==> src/rtl/light_seq_checker_pkg.sv <==
// Shared definitions for the light-sequence checker.
// Holds the four legal generator patterns, the checker state encoding,
// the fault cause codes and a saturating dwell increment helper.
package light_seq_checker_pkg;

  // Legal generator patterns, written as {z,y,x}
  localparam logic [2:0] PAT_A = 3'b100;
  localparam logic [2:0] PAT_B = 3'b110;
  localparam logic [2:0] PAT_C = 3'b111;
  localparam logic [2:0] PAT_D = 3'b001;

  // Checker state
  typedef enum logic [1:0] {
    ST_SYNC  = 2'd0,
    ST_TRACK = 2'd1,
    ST_FAULT = 2'd2
  } state_t;

  // Fault cause codes
  localparam logic [2:0] FC_NONE          = 3'd0;
  localparam logic [2:0] FC_ILLEGAL_CODE  = 3'd1;
  localparam logic [2:0] FC_ILLEGAL_TRANS = 3'd2;
  localparam logic [2:0] FC_OVERRUN       = 3'd3;
  localparam logic [2:0] FC_UNDERRUN      = 3'd4;

  localparam logic [2:0] DWELL_MAX = 3'd7;

  // Dwell after one more sample: restart at 1 on a pattern change,
  // otherwise count up and stick at DWELL_MAX.
  function automatic logic [2:0] dwell_next(input logic [2:0] dwell,
                                            input logic       same);
    if (!same)                   return 3'd1;
    else if (dwell == DWELL_MAX) return DWELL_MAX;
    else                         return dwell + 3'd1;
  endfunction

endpackage

==> src/rtl/light_seq_decode.sv <==
// Purely combinational pattern decoder.
// Ports:
//   prev        previous registered pattern {z,y,x}
//   cur         current registered pattern {z,y,x}
//   legal       cur is one of the four legal patterns
//   phase       phase index of cur (0=A,1=B,2=C,3=D; 0 when illegal)
//   trans_legal prev->cur is an allowed step of the sequence
module light_seq_decode
  import light_seq_checker_pkg::*;
(
  input  logic [2:0] prev,
  input  logic [2:0] cur,
  output logic       legal,
  output logic [1:0] phase,
  output logic       trans_legal
);

  always_comb begin
    legal = 1'b1;
    phase = 2'd0;
    case (cur)
      PAT_A:   phase = 2'd0;
      PAT_B:   phase = 2'd1;
      PAT_C:   phase = 2'd2;
      PAT_D:   phase = 2'd3;
      default: legal = 1'b0;
    endcase
  end

  // Only A and D may be held; every other step moves strictly forward.
  always_comb begin
    trans_legal = ((prev == PAT_A) && ((cur == PAT_A) || (cur == PAT_B))) ||
                  ((prev == PAT_B) &&  (cur == PAT_C))                    ||
                  ((prev == PAT_C) &&  (cur == PAT_D))                    ||
                  ((prev == PAT_D) && ((cur == PAT_D) || (cur == PAT_A)));
  end

endmodule

==> config.mk <==
export PLATFORM = sky130hd
export DESIGN_NAME = light_seq_decode
export DESIGN_NICKNAME = d
export VERILOG_FILES = /design/src/rtl/light_seq_checker_pkg.sv /design/src/rtl/light_seq_decode.sv
export SDC_FILE = /design/constraint.sdc
export NUM_CORES = 1
export LEC_CHECK = 0
export ABC_CLOCK_PERIOD_IN_PS = 800
export CORE_AREA = 4 4 41 43
export DETAILED_ROUTE_END_ITERATION = 10
export DIE_AREA = 0 0 45 47
export SLEW_MARGIN = 10
export SYNTH_ARGS = -nofsm -noshare
export SYNTH_HDL_FRONTEND = slang
export SYNTH_SLANG_ARGS = --single-unit
==> constraint.sdc <==
create_clock -name vclk -period 0.8
set_clock_uncertainty 0.2 [all_clocks]
set_input_delay 0.08 -clock vclk [all_inputs]
set_output_delay 0.08 -clock vclk [all_outputs]
set_load 0.005 [all_outputs]
## After elaboration in Yosys (flattened, before gate mapping)

Cells that the tools add are included.

| operators by class | value |
|---|---|
| equal/unequal tests | 8 |
| mux-type cells | 2 |
| reductions and logical operators | 10 |

Operator list:

| cell | count |
|---|---|
| equality test 3 bit, second input constant | 6 |
| equality test 3 x 1 -> 1 bit, second input constant | 2 |
| one-hot mux 2 bit (3 select lines) | 1 |
| logical OR 1 bit | 5 |
| logical AND 1 bit | 4 |
| OR reduction 4 bit | 1 |
| two-way mux 1 bit | 1 |

| storage, ports and cells | value |
|---|---|
| output and inout port bits | 4 |
| logic and storage cells | 20 |
| flip-flop bits (word level) | 0 |
| input port bits | 6 |

## Depth between registers and ports, before layout

Gate-level depths: netlist of run 1.

| depth | value |
|---|---|
| depth after elaboration | 6 |
| mapped depth | 3 |

## Worst setup path after synthesis of run 1

No wires, ideal clock.

| timing | value |
|---|---|
| kind | in2out |
| from | in prev[2] |
| to | out trans_legal |
| arrival time | 0.463 ns |
| buffers on the path | 0 |
| slack | 0.057 ns |
| required time | 0.520 ns |
| stages | 3 |
| cell sequence | nor2b_1 > o211ai_1 > nand3_1 |

| between the ends | value |
|---|---|
| longest elaborated chain between the ends | 5 |

Ends and longest elaborated chain:

| item | RTL line | RTL |
|---|---|---|
| from (decl) | light_seq_decode.sv:11 | `input logic [2:0] prev,` |
| equality test 3 bit (on tied branches) | light_seq_decode.sv:32, light_seq_decode.sv:33 |  |
| logical AND 1 bit (on tied branches) | light_seq_decode.sv:32, light_seq_decode.sv:33 |  |
| logical OR 1 bit | light_seq_decode.sv:32 | `trans_legal = ((prev == PAT_A) && ((cur == PAT_A) \|\| (cur == PAT_B))) \|\|` |
| logical OR 1 bit | light_seq_decode.sv:33 | `((prev == PAT_B) && (cur == PAT_C)) \|\|` |
| logical OR 1 bit (*) | light_seq_decode.sv:34 | `((prev == PAT_C) && (cur == PAT_D)) \|\|` |
| to (decl) | light_seq_decode.sv:15 | `output logic trans_legal` |

Mark *: on every way between the ends. The rest lies on a longest branch, timed or not.

## Final worst setup path of run 1

| timing | value |
|---|---|
| from | in prev[0] |
| to | out trans_legal |

Same word-level chain as after synthesis.

==> results of run 1 <==
==> cells by family after synthesis <==
| logic type | count (synthesis) |
|---|---|
| simple gates | 11 |
| compound gates | 4 |
| buf+inv | 2 |
| xor+xnor | 1 |
==> path summary, 6_finish.rpt <==
path                       to  slack (ns)  cells after the start
hold / removal          legal        0.24                      4
setup / recovery  trans_legal       -0.18                      5
==> power groups by stage <==
stage,Combinational (mW),Sequential [mW],Clock (mW)
after floorplan,0.0295,0,0
after detailed placement,0.103,0,0
after global placement,0.102,0,0
final,0.137,0,0
after CTS,0.113,0,0
after global routing,0.150,0,0
==> final cells by class <==
class | instances | area (sq um) | area share [%]
Timing Repair Buffer | 14 | 139 | 48.9
Multi-Input combinational cell | 16 | 116 | 41.0
Tap cell | 15 | 18.8 | 6.61
Inverter | 2 | 10.0 | 3.52
==> layer usage <==
layer,track usage (%),vias to the layer above
met5,0,-
met4,0,0
met3,0.383,0
met2,6.50,10
met1,6.97,75
li1,-,91
==> metrics by stage <==
step	cells	util (%)	area, sq um
after global routing	47	21.8	284
after floorplan	18	-	93.8
after global placement	44	16.9	220
final	47	21.8	284
after CTS	46	18.8	244
after detailed placement	44	16.9	220
==> tightest hold or removal path: stages <==
cell	delay (ns)
buf_8	0.09
o21ai_2	0.05
nand2_1	0.05
buf_2	0.10
==> repair_timing <==
item / 4_1_cts / 5_1_grt
hold endpoints to repair: 0 / 0
gates cloned: 0 / 0
pin swaps: 9 / 6
buffers inserted: 2 / 1
endpoints found under the setup margin: 4 / 4
resized for setup: 58 / 10
==> cells in the final DEF (no fill, tap or decap) <==
cell / instances
a21oi_2: 1
and3_1: 1
buf_12: 1
buf_2: 5
buf_4: 2
buf_6: 3
buf_8: 3
inv_2: 1
inv_4: 1
nand2_1: 2
nand2_2: 1
nand3_1: 2
nand4_1: 1
nor2_1: 1
nor2_4: 1
nor2b_4: 1
nor3b_2: 1
o211ai_1: 1
o21ai_1: 1
o21ai_2: 1
xnor2_1: 1
==> qor.yml, run 1 <==
outcome:
  status: "complete, but fails checks"
  violations: "negative setup slack"
power:
  ir_worst_vdd_uv: 142
  power_density_mw_per_mm2: 484
  internal_power_mw: 0.0838
  power.share.sequential_pct: 0
  p_sw_share_pct: 39.0
  power.total_mw: 0.138
  p_comb_share_pct: 100.0
  p_clk_share_pct: 0
  power.switching_mw: 0.0537
  leakagePower_nw: 0.133
logic_synthesis:
  yosysWarningCount: 0
  synthMostInstantiatedCell: "nand2_1"
  synth_mux_area_share_pct: 0
  synth_top_family_by_area: "simple AND/OR/NAND/NOR gates"
  synth_largest_area_cell: "nand2_1"
  synthAdderAreaFrac_pct: 0
  syn_area_sq_um: 93.8
  yosysSeqAreaShare_pct: 0
  synth.top_cells.by_count: "nand2_1, inv_1, nand3_1, nor2_1"
  synth_compound_area_share_pct: 24.0
  synth-xor-area-share_pct: 9.33
  synthesis.instances: 18
  synth.area.top_cells: "nand2_1, nand3_1, xnor2_1"
  synth_fp_nets: 24
  yosysTopAreaCellShare_pct: 12.0
  synthSimpleGateAreaFrac_pct: 58.7
  ys_types: 13
  syn_area_per_cell_sq_um: 5.21
setup_path:
  worstPathArrival_ns: 0.70
  startpoint: "prev[0]"
  cpPeakStageDelay_ns: 0.15
  cp_slowest_cell: "o211ai_1"
  cp_num_buf_inv: 2
  crit_type: "input port to output pin"
  crit_chain: "buf_8 -> nor3b_2 -> o211ai_1 -> nand3_1 -> buf_2"
  crit_fanout: 3
  end_kind: "output pin"
  cp-start-kind: "input port"
  cp_top_family: "simple AND/OR/NAND/NOR gates"
  required_ns: 0.52
die:
  num_io_pins: 10
  fp.dieArea_sq_mm: 0.00212
  start_util_pct: 7.21
  die_y_um: 47
  die_x_um: 45
  num_rows: 13
  coreArea_sq_mm: 0.00130
sta:
  maxSlewHeadroom_pct: 90.0
  fin_setup_tns_ns: -0.356
  setup_violations: 4
  hold_ws_ns: 0.243
  clock.fmax_ghz: 1.02
  fin_crit_sh_pct: 123
  final_hold_viol_count: 0
  drv_slew: 0
  min_period_ns: 0.982
  worst_pin_slew_ns: 0.150
  rsz0062_at_grt: "true"
  fin_ws_ns: -0.182
final_layout:
  seq_area_sq_um: 0
  nClkBuffers: 0
  drive_gt1_share_pct: 68.8
  design.seq.count: 0
  syn2layout_area_growth_pct: 203
  nNetsFinal: 40
  n_fill_cell: 155
  antenna_cells: 0
place:
  gp_congestion: 0.647
  post-place-ws_ns: -0.970
  port_buffers: 10
drt:
  drcViolationCount: 0
  top_layer_used: "met3"
  postRouteAntennaNets: 0
  routed_via_density: 3.74
  route.vias.total: 176
  drtIter0Drc: 0
  dr.pass1.iters: 1
  met1_length_um: 222
  dr_wl_met3_um: 53
  wl_met2_um: 162
  totalWireLength_um: 438
  avgRoutedWirePerCell_um: 9.32
clocking:
  hold_buffers: 0
global_routing:
  grt.total_usage_pct: 4.33
  grt_pass1_wl_um: 724
  grt_antenna_before_repair: 0
  grt_pass1_vias: 173
  overflow: 0
  grt_max_degree: 6
run:
  drv_cap: 0
hold_path:
  hold_class: "input port to output pin"
  holdCritStartpoint: "cur[2]"
No activity file was read; power rests on OpenSTA's default activity.
==> run 2, diff against run 1 <==
--- a/config.mk
+++ b/config.mk
@@ -5,10 +5,12 @@
 export SDC_FILE = /design/constraint.sdc
 export NUM_CORES = 1
 export LEC_CHECK = 0
+export ABC_AREA = 1
 export ABC_CLOCK_PERIOD_IN_PS = 800
 export CORE_AREA = 4 4 41 43
 export DETAILED_ROUTE_END_ITERATION = 10
 export DIE_AREA = 0 0 45 47
+export REMOVE_ABC_BUFFERS = 1
 export SLEW_MARGIN = 10
 export SYNTH_ARGS = -nofsm -noshare
 export SYNTH_HDL_FRONTEND = slang
==> qor.yml, run 2 <==
outcome:
  status: "complete, but fails checks"
  violations: "negative setup slack"
final_layout:
  nClkBuffers: 0
  nNetsFinal: 46
  design_area_sq_um: 287
  n_fill_cell: 160
  syn2layout_area_growth_pct: 163
  layout_common_cells: "buf_2, nand3_2, nor2_1, nand2_2, buf_6"
  design.seq.count: 0
  multi_input_area_sq_um: 135
  fin_util_pct: 22.0
  drive_gt1_share_pct: 71.1
  seq_area_sq_um: 0
  final_common_cell: "buf_2"
  antenna_cells: 0
logic_synthesis:
  synthesis.instances: 24
  yosysSeqAreaShare_pct: 0
  synth_largest_area_cell: "nand3_1"
  yosysTopAreaCellShare_pct: 23.0
  syn_area_sq_um: 109
  synth.top_cells.by_count: "nand2_1, nor2_1, nand3_1"
  yosysWarningCount: 0
  synth.area.top_cells: "nand3_1, nand2_1, nor2_1"
  ys_types: 9
  syn_area_per_cell_sq_um: 4.54
hold_path:
  hold_class: "input port to output pin"
  holdPathStages: 4
  holdCritStartpoint: "cur[2]"
  holdPathEnd: "legal"
sta:
  min_period_ns: 1.02
  rsz0062_at_grt: "true"
  worst_pin_slew_ns: 0.152
  fin_crit_sh_pct: 127
  fin_setup_tns_ns: -0.674
  fin_ws_ns: -0.218
  drv_slew: 0
  setup_violations: 4
  maxSlewHeadroom_pct: 89.8
  clock.fmax_ghz: 0.983
  final_hold_viol_count: 0
place:
  post-place-ws_ns: -0.978
  placed_area_sq_um: 243
  dp_hpwl_um: 308
  port_buffers: 10
  gp_congestion: 0.711
global_routing:
  grt_antenna_before_repair: 0
  grtUsageMet2_pct: 8.47
  grt_pass1_wl_um: 779
  overflow: 0
  grt_use_met1_pct: 5.62
  top_usage_layer: "met2"
  grt_pass1_vias: 209
  grt.total_usage_pct: 4.48
  grt_max_degree: 6
  grtUsageMet3_pct: 0.766
power:
  leakagePower_nw: 0.147
  p_sw_share_pct: 45.7
  power_density_mw_per_mm2: 452
  p_clk_share_pct: 0
  internal_power_mw: 0.0703
  power.share.sequential_pct: 0
  power.switching_mw: 0.0593
  p_comb_share_pct: 100.0
  ir_worst_vdd_uv: 114
setup_path:
  crit_chain: "buf_8 -> inv_4 -> buf_6 -> buf_6 -> nand3_2 -> nand2_2 -> nand2_2 -> nand3_2 -> buf_2"
  worstPathArrival_ns: 0.74
  crit_fanout: 3
  cp_slowest_cell: "buf_2"
  cp_num_buf_inv: 5
  cp-start-kind: "input port"
  crit_type: "input port to output pin"
  cpPeakStageDelay_ns: 0.12
  end_kind: "output pin"
  required_ns: 0.52
  cp_top_family: "buffers and inverters"
die:
  fp.dieArea_sq_mm: 0.00212
  die_x_um: 45
  num_rows: 13
  die_y_um: 47
  coreArea_sq_mm: 0.00130
  num_io_pins: 10
  start_util_pct: 8.37
clocking:
  hold_buffers: 0
drt:
  route.vias.total: 200
  drtIter0Drc: 2
  postRouteAntennaNets: 0
  routed_via_density: 3.77
  dr.pass1.iters: 2
  avgRoutedWirePerCell_um: 9.15
  totalWireLength_um: 485
  drcViolationCount: 0
run:
  drv_cap: 0
==> run 2: area by class of cell <==
| class | count | area share (%) |
|---|---|---|
| repair buffers | 14 | 41.5 |
| inverters | 3 | 4.80 |
| well taps | 15 | 6.55 |
| multi-input cells | 21 | 47.2 |
==> run 2: repair_timing <==
action / CTS / global route
buffers inserted: 2 / 0
gates resized for setup: 48 / 12
pin swaps: 6 / 1
hold endpoints to repair: 0 / 0
endpoints found under the setup margin: 4 / 4
gates cloned: 0 / 0
==> run 2: metal layers <==
metal / part of all wire (%) / vias up
li1: - / 107
met1: 46 / 84
met2: 45 / 9
met3: 9.3 / 0
met4: 0 / 0
met5: 0 / -
==> run 2: logic make-up (layout without fill, tap and decap cells) <==
family,after synthesis,count (layout),synth area share [%]
AOI/OAI and AO/OA,1,1,4.59
and+or+nand+nor,20,20,85.0
buffers and inverters,3,17,10.3
==> run 2: tightest hold or removal path, stage by stage <==
cell and delay, ns:
buf_8 0.09, nand2_2 0.07, nand3_2 0.09, buf_6 0.09
==> run 2: worst max-delay path by stage <==
stage,start,endpoint,slack (ns),cells after the start
floorplan,cur[1],trans_legal,0.05,5
global placement,cur[2],trans_legal,-0.97,6
detailed placement,cur[2],trans_legal,-0.98,6
CTS,cur[1],trans_legal,-0.22,9
global route,cur[1],trans_legal,-0.27,9
finish,cur[1],trans_legal,-0.22,9
==> run 2: power groups by stage <==
stage,Sequential [mW],Combinational (mW),Clock [mW]
3_5_place_dp,0,0.108,0
3_3_place_gp,0,0.108,0
6_report,0,0.130,0
5_1_grt,0,0.144,0
4_1_cts,0,0.108,0
2_1_floorplan,0,0.0334,0
==> run 2: stage by stage <==
step,total power [mW],cells,hold slack [ns]
after global placement,0.108,51,1.03
after global routing,0.144,53,0.323
after floorplan,0.0334,24,0.106
after detailed placement,0.108,51,1.01
final,0.130,53,0.294
after CTS,0.108,53,0.293
==> run 3, diff against run 2 <==
==> constraint.sdc (replaced) <==
create_clock -name vclk -period 0.8
set_clock_uncertainty 0.2 [all_clocks]
set_input_delay 0.16 -clock vclk [all_inputs]
set_output_delay 0.16 -clock vclk [all_outputs]
set_load 0.005 [all_outputs]
==> qor.yml, run 3 (same netlist as run 2, synthesis figures left out) <==
setup_path:
  worstPathArrival_ns: 0.87
  crit_fanout: 4
  end_kind: "output pin"
  required_ns: 0.44
  crit_type: "input port to output pin"
  cp-start-kind: "input port"
place:
  gp_congestion: 0.785
  dp_hpwl_um: 316
  placedCellCount: 51
  port_buffers: 10
  placed_area_sq_um: 243
die:
  start_util_pct: 8.37
  coreArea_sq_mm: 0.00130
  die_y_um: 47
  num_rows: 13
  fp.dieArea_sq_mm: 0.00212
  die_x_um: 45
  num_io_pins: 10
drt:
  routed_via_density: 3.74
  avgRoutedWirePerCell_um: 9.05
  drcViolationCount: 0
  totalWireLength_um: 516
  dr.pass1.iters: 2
  route.vias.total: 213
  postRouteAntennaNets: 0
  drtIter0Drc: 2
final_layout:
  syn2layout_area_growth_pct: 182
  nNetsFinal: 50
  design_area_sq_um: 307
  layout_common_cells: "nor2_1, buf_4, buf_6, buf_2"
  drive_gt1_share_pct: 69.0
  seq_area_sq_um: 0
  antenna_cells: 0
  nClkBuffers: 0
  final_cells: 57
  design.seq.count: 0
power:
  power_density_mw_per_mm2: 468
  ir_worst_vdd_uv: 120
  leakagePower_nw: 0.165
global_routing:
  grt_pass1_wl_um: 834
  grt_antenna_before_repair: 0
  grt_pass1_vias: 211
  grt.total_usage_pct: 5.04
  grt_max_degree: 5
  overflow: 0
sta:
  worst_pin_slew_ns: 0.145
  drv_slew: 0
  fin_ws_ns: -0.432
  setup_violations: 4
  final_hold_viol_count: 0
  rsz0062_at_grt: "true"
  fin_crit_sh_pct: 154
  min_period_ns: 1.23
  maxSlewHeadroom_pct: 90.3
  clock.fmax_ghz: 0.812
  fin_setup_tns_ns: -1.59
hold_path:
  hold_class: "input port to output pin"
  holdPathEnd: "legal"
  holdPathStages: 4
  holdCritStartpoint: "cur[2]"
outcome:
  violations: "negative setup slack"
  status: "complete, but fails checks"
clocking:
  hold_buffers: 0
run:
  drv_cap: 0
==> run 3: layer usage <==
| metal | up-vias | wire, um | GRT usage [%] |
|---|---|---|---|
| met5 | - | 0 | 0 |
| met3 | 0 | 62 | 0.383 |
| met1 | 88 | 189 | 5.39 |
| met4 | 0 | 0 | 0 |
| met2 | 9 | 263 | 11.0 |
| li1 | 116 | - | - |
==> run 3: timing repair <==
action	CTS	global route
endpoints found under the setup margin	4	4
pin swaps	5	2
setup buffers	6	0
gates resized for setup	49	10
==> run 3: layout make-up <==
| type | count | area (sq um) |
|---|---|---|
| fill | 159 | 995 |
| inverter | 3 | 13.8 |
| multi-input combinational | 21 | 128 |
| tap | 15 | 18.8 |
| timing repair buffer | 18 | 146 |
==> run 3: how the worst max path moves through the flow <==
stage	from	end	slack, ns
finish	cur[2]	legal	-0.43
global route	cur[2]	trans_legal	-0.47
CTS	cur[2]	trans_legal	-0.41
detailed placement	cur[2]	trans_legal	-1.13
global placement	cur[2]	trans_legal	-1.12
floorplan	cur[1]	trans_legal	-0.11
==> run 3: power by group <==
part           total [mW]  switching [mW]  internal (mW)
combinational       0.144          0.0622         0.0814
clock                   0               0              0
sequential              0               0              0
total               0.144          0.0622         0.0814
==> run 3: metrics by stage <==
stage / utilization [%] / power, mW / worst slack (ns) / hold WS [ns]
2_1_floorplan: - / 0.0334 / -0.109 / 0.266
3_3_place_gp: 18.7 / 0.109 / -1.12 / 1.18
3_5_place_dp: 18.7 / 0.109 / -1.13 / 1.19
4_1_cts: 21.8 / 0.122 / -0.410 / 0.470
5_1_grt: 23.6 / 0.158 / -0.467 / 0.460
6_report: 23.6 / 0.144 / -0.432 / 0.437
==> run 3: critical path, stage by stage <==
cell and delay, ns:
buf_8 0.10, nand3b_1 0.19, buf_6 0.15, buf_6 0.11
nand3_2 0.06, buf_6 0.09
